===== src/rtl/bus_pkg.sv =====
// Shared types and constants for the CPU memory-bus fabric.
package bus_pkg;
  typedef enum logic [1:0] {IDLE, BUSY, RECOVER} state_t;

  localparam logic [31:0] DEFAULT_ERR_DATA = 32'hDEAD_BEEF;

  localparam int SLV_ROM  = 0;
  localparam int SLV_WRAM = 1;
  localparam int SLV_VRAM = 2;
  localparam int SLV_LED  = 3;
  localparam int SLV_UART = 4;
  localparam int SLV_ENC  = 5;
  localparam int SLV_PRNG = 6;
endpackage


===== src/rtl/bus_timeout_counter.sv =====
// Saturating stall counter; expired goes high once TIMEOUT cycles have been counted.
module bus_timeout_counter #(
  parameter int TIMEOUT = 255
) (
  input  logic clk,
  input  logic rst,
  input  logic clr,
  input  logic en,
  output logic expired
);
  localparam int CW = $clog2(TIMEOUT + 1);

  logic [CW-1:0] wait_cnt;

  assign expired = (wait_cnt == CW'(TIMEOUT));

  always_ff @(posedge clk) begin
    if (rst || clr)
      wait_cnt <= '0;
    else if (en && !expired)
      wait_cnt <= wait_cnt + 1'b1;
  end
endmodule


===== src/rtl/mem_bus_fabric.sv =====
// picorv32 native-bus interconnect: address decode, ready/rdata return,
// stall watchdog and sticky error logging for N slave windows.
module mem_bus_fabric
  import bus_pkg::*;
#(
  parameter int                    NUM_SLAVES = 8,
  parameter int                    SEL_HI     = 15,
  parameter int                    SEL_LO     = 12,
  parameter logic [NUM_SLAVES-1:0] SYNC_MASK  = 8'h0F,
  parameter int                    TIMEOUT    = 255,
  parameter logic [31:0]           ERR_DATA   = DEFAULT_ERR_DATA
) (
  input  logic                       clk,
  input  logic                       rst,
  input  logic                       mem_valid,
  input  logic [31:0]                mem_addr,
  input  logic [3:0]                 mem_wstrb,
  output logic                       mem_ready,
  output logic [31:0]                mem_rdata,
  output logic [NUM_SLAVES-1:0]      s_sel,
  output logic [3:0]                 s_wstrb,
  input  logic [NUM_SLAVES-1:0]      s_ready,
  input  logic [32*NUM_SLAVES-1:0]   s_rdata,
  output logic                       bus_err,
  output logic [31:0]                err_addr,
  input  logic                       err_clr
);
  localparam int SEL_W = SEL_HI - SEL_LO + 1;

  state_t                 state, nstate;
  logic [SEL_W-1:0]       idx;
  logic [NUM_SLAVES-1:0]  hit;
  logic                   mapped, sync_hit, rdy_hit;
  logic [31:0]            rdata_mux;
  logic                   done, err, cnt_clr, cnt_en, expired;
  logic                   unused_addr;

  assign idx         = mem_addr[SEL_HI:SEL_LO];
  assign unused_addr = ^mem_addr[SEL_LO-1:0];

  // One-hot decode; idx values beyond NUM_SLAVES simply produce no hit.
  always_comb begin
    hit       = '0;
    rdata_mux = '0;
    for (int i = 0; i < NUM_SLAVES; i++) begin
      hit[i] = (idx == SEL_W'(i));
      if (hit[i]) rdata_mux = s_rdata[32*i +: 32];
    end
  end

  assign mapped   = (|hit) && (mem_addr[31:SEL_HI+1] == '0);
  assign sync_hit = |(hit & SYNC_MASK);
  assign rdy_hit  = |(hit & s_ready & ~SYNC_MASK);

  assign s_sel   = (mapped && mem_valid && state != RECOVER && !rst) ? hit : '0;
  assign s_wstrb = (|s_sel) ? mem_wstrb : 4'h0;

  always_comb begin
    nstate  = state;
    done    = 1'b0;
    err     = 1'b0;
    cnt_clr = 1'b1;
    cnt_en  = 1'b0;
    case (state)
      IDLE:
        if (mem_valid) begin
          if (!mapped) begin
            done = 1'b1; err = 1'b1; nstate = RECOVER;
          end else if (!sync_hit && rdy_hit) begin
            done = 1'b1; nstate = RECOVER;
          end else begin
            nstate = BUSY; cnt_clr = 1'b0; cnt_en = 1'b1;
          end
        end
      BUSY:
        if (!mem_valid) begin
          nstate = IDLE;
        end else if (sync_hit || rdy_hit) begin
          done = 1'b1; nstate = RECOVER;
        end else if (expired) begin
          done = 1'b1; err = 1'b1; nstate = RECOVER;
        end else begin
          cnt_clr = 1'b0; cnt_en = 1'b1;
        end
      RECOVER: nstate = IDLE;
      default: nstate = IDLE;
    endcase
  end

  always_ff @(posedge clk) begin
    if (rst) state <= IDLE;
    else     state <= nstate;
  end

  bus_timeout_counter #(.TIMEOUT(TIMEOUT)) u_tmo (
    .clk     (clk),
    .rst     (rst),
    .clr     (cnt_clr),
    .en      (cnt_en),
    .expired (expired)
  );

  assign mem_ready = done && !rst;
  assign mem_rdata = !mem_ready ? 32'h0 : (err ? ERR_DATA : rdata_mux);

  // A new error outranks a simultaneous clear and re-arms the first-error address.
  always_ff @(posedge clk) begin
    if (rst) begin
      bus_err  <= 1'b0;
      err_addr <= '0;
    end else if (mem_ready && err) begin
      bus_err <= 1'b1;
      if (!bus_err || err_clr) err_addr <= mem_addr;
    end else if (err_clr) begin
      bus_err  <= 1'b0;
      err_addr <= '0;
    end
  end
endmodule


===== config.mk =====
export PLATFORM = sky130hd
export DESIGN_NAME = mem_bus_fabric
export DESIGN_NICKNAME = d
export VERILOG_FILES = /design/src/rtl/bus_pkg.sv /design/src/rtl/bus_timeout_counter.sv /design/src/rtl/mem_bus_fabric.sv
export SDC_FILE = /design/constraint.sdc
export NUM_CORES = 1
export LEC_CHECK = 0
export BUFFER_PORTS_ARGS = -buffer_cell sky130_fd_sc_hd__buf_4
export CAP_MARGIN = 20
export CORE_AREA = 2 2 150 152
export DETAILED_ROUTE_END_ITERATION = 8
export DIE_AREA = 0 0 152 154
export GPL_ROUTABILITY_DRIVEN = 0
export PLACE_DENSITY_LB_ADDON = 0.25
export SYNTH_ARGS = -nofsm -noshare
export SYNTH_HDL_FRONTEND = slang
export SYNTH_SLANG_ARGS = --single-unit

===== constraint.sdc =====
create_clock -name clk -period 2.5 [get_ports clk]
set_clock_uncertainty 0.1 [all_clocks]
set_input_delay 0.375 -clock clk [delete_from_list [all_inputs] [get_ports clk]]
set_output_delay 0.375 -clock clk [all_outputs]
set_load 0.02 [all_outputs]

* Word level (Yosys, flattened, before mapping) *
Cells that the tools add are included.

word-level totals
  register bits = 43
  input bits = 304
  output and inout bits = 78

operators by class
  $add $sub $neg = 1
  eq/ne operators = 13
  mux-type cells = 46
  bitwise gates (word level) = 1
  reduce and logical (&&, ||, !) cells = 25

operators by type and width
  kind                                                                    count
  32-bit two-way mux                                                      13
  1-bit two-way mux                                                       20
  4-bit by 3-bit equality test with 1-bit output (second input constant)  4
  16-bit zero test                                                        1
  8-bit OR reduction                                                      2
  2-bit two-way mux                                                       6
  8-bit by 1-bit adder with 8-bit output (second input constant)          1
  8-bit bitwise AND                                                       1
  4-bit by 2-bit equality test with 1-bit output (second input constant)  2
  8-bit equality test (second input constant)                             1
  1-bit logical AND                                                       8
  8-bit two-way mux                                                       1
  1-bit case mux with 2 select lines                                      4
  4-bit OR reduction                                                      2
  4-bit by 1-bit equality test with 1-bit output (second input constant)  1
  1-bit zero test                                                         4
  4-bit zero test                                                         1
  4-bit two-way mux                                                       1
  2-bit != test (second input constant)                                   2
  4-bit by 3-bit != test with 1-bit output (second input constant)        1
  2-bit case mux with 2 select lines                                      1
  2-bit AND reduction                                                     2
  1-bit logical OR                                                        3
  2-bit by 1-bit equality test with 1-bit output (second input constant)  1
  3 further kinds                                                         3

* Logic depth before layout (Yosys ltp) *
Gate-level depths: netlist (run 1).

  depth after elaboration = 12
  depth in mapped cells = 10

* Hierarchy *
A second synthesis (run 1) with hierarchy kept.

second synthesis, totals
  cell total of the unflattened synthesis = 519
  area, all modules = 4299.1 um^2

by module, submodules not included
  module               instances  cells each  area an instance (um^2)
  mem_bus_fabric       1          470         3873.7
  bus_timeout_counter  1          49          425.4

* Worst setup path after synthesis (run 1) *
No wires, ideal clock.

  kind = reg2out
  from = register u_tmo.wait_cnt[0]
  to = output port mem_rdata[29]
  arrival = 2.383 ns
  slack = -0.358 ns
  cell stages (with the launch flop) = 10
  buffers on the path = 2
  cell sequence = dfxtp_1 -> ha_1 -> and4_1 -> nand4_2 -> a2bb2oi_2 -> o21ai_1 -> clkbuf_1 -> nand2b_1 -> clkbuf_1 -> nor3_1

between the ends
  longest elaborated chain between the ends = 7
  elaborated cells on any way between the ends = 11

ends and longest elaborated chain
  what                                                            RTL line                                      text
  start, declared                                                 bus_timeout_counter.sv:13                     logic [CW-1:0] wait_cnt;
  start signal, assigned                                          bus_timeout_counter.sv:21                     wait_cnt <= wait_cnt + 1'b1;
  8-bit equality test (*)                                         bus_timeout_counter.sv:15                     assign expired = (wait_cnt == CW'(TIMEOUT));
  1-bit two-way mux (*)                                           mem_bus_fabric.sv:80                          end else if (expired) begin
  1-bit two-way mux                                               mem_bus_fabric.sv:78                          end else if (sync_hit || rdy_hit) begin
  1-bit two-way mux                                               mem_bus_fabric.sv:76                          if (!mem_valid) begin
  1-bit case mux with 2 select lines                              mem_bus_fabric.sv:64                          case (state)
  32-bit two-way mux / 1-bit logical AND (equally long branches)  mem_bus_fabric.sv:104, mem_bus_fabric.sv:103
  32-bit two-way mux (*)                                          mem_bus_fabric.sv:104                         assign mem_rdata = !mem_ready ? 32'h0 : (err ? ERR_DATA : rdata_mux);
  end, declared                                                   mem_bus_fabric.sv:19                          output logic [31:0] mem_rdata,

Every way passes the cells marked *; elsewhere a longest branch is shown, timed or not.

* Worst setup path in the final report (run 1) *
  from = input port mem_addr[25]
  to = output port s_sel[1]

between the ends
  longest elaborated chain between the ends = 6

ends and longest elaborated chain
  what                             RTL line              text
  start, declared                  mem_bus_fabric.sv:16  input logic [31:0] mem_addr,
  16-bit zero test                 mem_bus_fabric.sv:51  assign mapped = (|hit) && (mem_addr[31:SEL_HI+1] == '0);
  1-bit logical AND                mem_bus_fabric.sv:51
  1-bit logical AND (3 in series)  mem_bus_fabric.sv:55  assign s_sel = (mapped && mem_valid && state != RECOVER && !rst) ? hit : '0;
  8-bit two-way mux                mem_bus_fabric.sv:55
  end, declared                    mem_bus_fabric.sv:20  output logic [NUM_SLAVES-1:0] s_sel,

Every way passes these cells.

==> metrics.txt, run 1 <==
Hold Vio Cnt, Final 0; Reg power frac 27.7%; Tightest Pin Transition 0.3774 ns; grt total ovfl 0; core box area 21690 um^2; Tot GR Track Use 19.49%; die span in x 152 um; share of the synthesized area in the top cell type 20.64%; final setup margin -0.1101 ns; placed insts 1194; Final Cell Area 8957 um^2; DR iter-0 viols 291; crit path DAT 2.14 ns; area grow syn2layout 114.8%; Yosys cell types 48; Worst setup SP type primary input; Ys Warns 0; maximum clock rate 383.1 MHz; crit-path cells buf_4 -> nor4_4 -> nand3_4 -> nand3b_1 -> nor4b_2 -> buf_4 -> buf_6 -> and3_4 -> buf_6; Worst IR Drop VDD 0.0002423 V; xor-xnor portion of the synthesized cell area 1.260%; layout cells sized above 1 59.15%; number of flops mapped to enable cells by yosys 0; mux contribution to synthesized area 16.44%; CP max-delay cell nor4_4; I/O pins 382; fraction of the mapped netlist area in adder cells 0.3000%; Leakage 0.003897 uW; via count 5923; violated checks setup timing; worst min path class in2reg; filler cell count 2225; compound-gate portion of the synthesized area 31.53%; TritonCTS clock tree built; Pint 1768 uW; CTS Sinks 43; multi-input logic area 3573 um^2; largest family of logic cells by synthesized area compound AO/OA/AOI/OAI gates; initial core utilization 19.23%; PwrDens 287.2 nW/um^2; number of global-route vias before repair 6195; cts hold-fix bufs 0; Final Routed Wirelength 24490 um; part of the Yosys area used for sequential elements 20.64%; first-pass GRT wire length 36040 um; # DRC 0; total chip power 2572 uW; ant diodes 0; Nets 1244; Bufs and invs on worst path 4; Die H 154 um; H-tree depth 2; top cells by area, synth dfxtp_1 (21%), a22o_1 (10%), mux4_2 (7.6%); crit end category output port; Synth Instances 531; CP peak stage delay 0.35 ns; Synth top cells by count nand2_1 (53), a22o_1 (48), clkbuf_1 (45); average wire per standard cell 20.07 um; CP Max Fanout 7; Syn Nets 836; Die ar. 23410 um^2; antenna violations before repair 0; FF+latch area 865.8 um^2; Root Driver clkbuf_16; Syn Area/Cell 7.854 um^2; hpwl dp 19160 um; clock latency on the worst-skew pair 0.29 ns; Final Util 41.30%; Tcrit/Tclk final 104.4%; max_slew headroom 74.58%; largest net degree at the start of global routing 34; Via-to-Cell Ratio 4.855; Clock power frac 25.3%; fin cells 1220; Routed Antenna Nets 0; Worst EP required 2.03 ns; CTS max path bufs 2; Synth Cell Area 4170 um^2; # setup viols final 59; CTS Buf Count 5; sw power 804.2 uW; final-report max-slew violation count 0; Placed Area 7966 um^2; clock period minus worst slack 2.610 ns; CP Class in2out; clock slew at reported path FFs 0.07 ns; most frequent cell after synthesis nand2_1; cell taking the most area after synthesis dfxtp_1; RSZ-0062 raised after global routing true; number of synthesized register bits 43; PortBufs 377; Synth Flop Type dfxtp_1; DRT Pass-1 Iters 4; asr flop ratio synth 0%; Post-Synth Simple-Gate Area 23.58%; combinational power share 47.0%; status finished, violations left; cell family with most CP delay simple AND/OR/NAND/NOR gates; Sw Share 31.26%; Cell Rows 54; maximum capacitance violations 0
[cells by family after synthesis]
group / count (synthesis)
AO/OA/AOI/OAI: 184
buffers and inverters: 61
flip-flops: 43
AND/OR/NAND/NOR: 187
multiplexers: 49
XOR/XNOR: 6
adder cells (fa/ha/maj): 1
[final timing paths]
kind / startpoint / endpoint / slack, ns / depth (start not counted)
max reg2reg: u_tmo.wait_cnt[0] / err_addr[14] / -0.07 / 11
max: mem_addr[25] / s_sel[1] / -0.11 / 9
min: mem_addr[0] / err_addr[0] / 0.20 / 2
min reg2reg: u_tmo.wait_cnt[1] / u_tmo.wait_cnt[1] / 0.44 / 2
[worst reg2reg max path, cell delays in order, from the launching register on]
cell	delay, ns
dfxtp_4	0.37
ha_4	0.13
and4_4	0.25
nand4_4	0.16
a2bb2oi_4	0.20
o21ai_4	0.08
buf_6	0.14
buf_12	0.15
or3_4	0.43
buf_12	0.16
buf_16	0.13
a22o_1	0.17
[final cells by class]
class / count / share of cell area (%)
timing repair buffer: 458 / 44.74
sequential: 43 / 9.666
multi-input combinational: 427 / 39.89
inverter: 4 / 0.1676
clock inverter: 3 / 0.2235
clock buffer: 5 / 1.397
tap: 280 / 3.911
[state kept, by name, indices dropped and copies added (netlist names)]
signal and count:
state 2, u_tmo.wait_cnt 8, err_addr 32, bus_err 1
[power by group through the flow]
| stage | registers (uW) | clock network (uW) | logic, uW |
|---|---|---|---|
| after CTS | 713 | 672 | 1150 |
| after floorplan | 748 | 0 | 422 |
| after global placement | 728 | 0 | 1070 |
| after detailed placement | 728 | 0 | 1070 |
| after global routing | 714 | 691 | 1290 |
| final | 712 | 650 | 1210 |
[repair_timing]
item                       in CTS  in global routing
buffers inserted                7                  6
gates resized for setup        74                 41
pin swaps                      11                  7
setup endpoints to repair      70                 77
cloned                          4                  4
[metrics by stage]
stage	hold WS, ns	setup TNS, ns	setup slack, ns
global placement	0.4005	-11.54	-0.2125
floorplan	0.3824	-0.5487	-0.09858
CTS	0.1914	-5.317	-0.1660
global route	0.1957	-9.908	-0.2255
detailed placement	0.4158	-11.60	-0.2270
finish	0.1977	-3.877	-0.1101
[routing by layer]
metal / GRT usage [%] / vias to the layer above / routed length (um)
li1: - / 2838 / -
met1: 23.48 / 2815 / 9790
met2: 35.14 / 247 / 12620
met3: 4.312 / 23 / 1622
met4: 4.851 / 0 / 457
met5: 0 / - / 0
[layout by cell type, fill, tap and decap left out, drive strengths merged, types with 5 or more instances in the layout]
| cell type | instances |
|---|---|
| buf | 455 |
| nand2 | 53 |
| a22o | 48 |
| o21ai | 44 |
| dfxtp | 43 |
| nor2 | 41 |
| nor3b | 34 |
| a21oi | 27 |
| mux2i | 19 |
| mux2 | 16 |
| a221o | 16 |
| a31oi | 16 |
| mux4 | 14 |
| nor3 | 11 |
| nor2b | 10 |
| and2 | 10 |
| a22oi | 9 |
| a221oi | 8 |
| clkbuf | 8 |
| a31o | 8 |
| nand3 | 6 |
| xnor2 | 5 |
(Power assumes the default switching activity.)
==> run 2: changes to the inputs <==
--- a/config.mk
+++ b/config.mk
@@ -7,11 +7,12 @@
 export LEC_CHECK = 0
 export BUFFER_PORTS_ARGS = -buffer_cell sky130_fd_sc_hd__buf_4
 export CAP_MARGIN = 20
-export CORE_AREA = 2 2 150 152
+export CORE_AREA = 8 8 144 146
+export CTS_BUF_LIST = sky130_fd_sc_hd__clkbuf_8
 export DETAILED_ROUTE_END_ITERATION = 8
 export DIE_AREA = 0 0 152 154
 export GPL_ROUTABILITY_DRIVEN = 0
-export PLACE_DENSITY_LB_ADDON = 0.25
+export PLACE_DENSITY = 0.55
 export SYNTH_ARGS = -nofsm -noshare
 export SYNTH_HDL_FRONTEND = slang
 export SYNTH_SLANG_ARGS = --single-unit
==> run 2 against run 1 <==
Against the previous run: the flow still finishes with violations (setup timing); wire length increased by 4.6%; first-iteration DRC count decreased by 6.5%; worst setup slack improved by 0.065 ns; highest routed layer unchanged.
==> metrics.txt, run 2 (same netlist as run 1, synthesis figures left out) <==
CP max-delay cell dfxtp_2; top flop regs err_addr (32), u_tmo.wait_cnt (8), state (2); DR iter-0 viols 272 (-6.5%); initial core utilization 22.60% (+3.4 points); Cell Rows 50 (-7.4%); via count 5879 (-0.74%); area grow syn2layout 102.7%; Die H 154 um (unchanged); ant diodes 0 (unchanged); worst min path class in2reg; CP Max Fanout 5 (-2); largest net degree at the start of global routing 35 (+2.9%); clock slew at reported path FFs 0.09 ns (+0.02 ns); Die ar. 23410 um^2 (unchanged); # DRC 0 (unchanged); clock latency on the worst-skew pair 0.28 ns (about the same); RSZ-0062 raised after global routing true; fin cells 1162 (-4.8%); violated checks setup timing; maximum capacitance violations 0 (unchanged); CTS Buf Count 5 (unchanged); multi-input logic area 3461 um^2 (-3.2%); hpwl dp 21090 um (+10%); PwrDens 291.3 nW/um^2 (+1.4%); Tightest Pin Transition 0.4901 ns (+0.1127 ns); total chip power 2462 uW (-4.3%); maximum clock rate 392.9 MHz (+2.5%); clock period minus worst slack 2.545 ns (-0.06480 ns); Worst setup SP type flip-flop; filler cell count 1870 (-16%); most used cell along the critical path buf_6; Nets 1232 (-0.96%); Worst EP required 2.03 ns (about the same); max reg flops 32 (unchanged); CTS Sinks 43 (unchanged); status finished, violations left; most frequent cells in the layout buf_4 (393), nand2_1 (52), a22o_1 (48), dfxtp_1 (41), o21ai_0 (38); number of global-route vias before repair 6270 (+1.2%); final setup margin -0.04525 ns (+0.06480 ns); cell family with most CP delay simple AND/OR/NAND/NOR gates; Bufs and invs on worst path 3 (-1); antenna violations before repair 0 (unchanged); first-pass GRT wire length 37860 um (+5.1%); Hold Vio Cnt, Final 0 (unchanged); grt total ovfl 0 (unchanged); CP Class reg2out; crit path DAT 2.07 ns (-0.07 ns); Root Driver clkbuf_8; CTS max path bufs 2 (unchanged); max_slew headroom 67.18% (-7.4 points); die span in x 152 um (unchanged); layout cells sized above 1 58.94% (-0.20 points); DRT Pass-1 Iters 4 (unchanged); PortBufs 377 (unchanged); Leakage 0.003766 uW (-3.4%); Worst IR Drop VDD 0.0002114 V (-13%); # setup viols final 13 (-78%); TritonCTS clock tree built; H-tree depth 2 (unchanged); Largest Register err_addr; FF+latch area 863.3 um^2 (-0.29%); crit end category output port; CP peak stage delay 0.36 ns (about the same); crit-path cells ha_4 -> and4_4 -> nand4_4 -> nor3_4 -> a21oi_4 -> buf_6 -> buf_12 -> a31oi_4 -> buf_6; Final Routed Wirelength 25600 um (+4.6%); commonest non-fill, non-tap cell in the layout buf_4; core box area 18460 um^2 (-15%); I/O pins 382 (unchanged); Tcrit/Tclk final 101.8% (-2.6 points); final-report max-slew violation count 0 (unchanged); Tot GR Track Use 20.49% (+1.0 points); Via-to-Cell Ratio 5.059 (+4.2%); average wire per standard cell 22.03 um (+9.8%); placed insts 1149 (-3.8%); Routed Antenna Nets 0 (unchanged)
==> run 2: changes by cell type in the layout (fill, tap and decap cells not counted), moves of 4 or more <==
cell and change:
buf_16 -4, a31oi_4 -11, buf_6 -12, clkbuf_16 -7
buf_12 -5, buf_4 +12, clkbuf_8 +5, and2_1 -6
and2_4 +6, a31oi_2 +7, a31oi_1 +4
==> run 2: through the flow <==
stage | TNS, ns | utilization, % | cell area (um^2) | setup slack [ns] | hold slack (ns)
floorplan | -0.5487 | - | 4369 | -0.09858 | 0.3824
global route | -4.032 | 45.80 | 8452 | -0.1716 | 0.1912
detailed placement | -8.879 | 42.96 | 7929 | -0.2816 | 0.4162
CTS | -0.3251 | 44.86 | 8279 | -0.04143 | 0.1891
global placement | -9.542 | 42.96 | 7929 | -0.2781 | 0.4081
finish | -0.2023 | 45.80 | 8452 | -0.04525 | 0.1975
==> run 2: layout make-up <==
type,count,share of cell area [%]
Clock inverter,3,0.7550
Timing Repair Buffer,446,43.63
Tap cell,234,3.464
Clock buffer,5,0.8142
Multi-Input combinational cell,427,40.95
Inverter,4,0.1776
Sequential cell,43,10.21
==> run 2: layer usage <==
metal,up-vias,share of wire [%],track usage (%)
li1,2805,-,-
met1,2788,40,23.84
met2,268,50,36.49
met3,18,8.3,6.642
met4,0,1.2,3.427
met5,-,0,0
==> run 2: worst paths after layout <==
kind / start / to / slack (ns) / cells after the start
worst max-delay path: u_tmo.wait_cnt[0] / mem_rdata[18] / -0.05 / 9
worst max register to register: u_tmo.wait_cnt[0] / err_addr[3] / 0.15 / 9
worst min register to register: u_tmo.wait_cnt[2] / u_tmo.wait_cnt[2] / 0.47 / 2
worst min-delay path: mem_addr[7] / err_addr[7] / 0.20 / 2
==> run 2: repair_timing <==
item                                    in CTS  in global routing
hold buffers                                 0                  0
endpoints found under the setup margin      44                 44
resized for setup                           46                 33
setup buffers                                3                  1
gates cloned                                 0                  1
pin swaps                                    7                 17
==> run 2: power breakdown <==
part | switching (uW) | leakage (uW) | internal [uW]
clock network | 240 | 0.0000695 | 396
registers | 9.30 | 0.000350 | 703
logic | 475 | 0.00335 | 639
total | 725 | 0.00377 | 1740
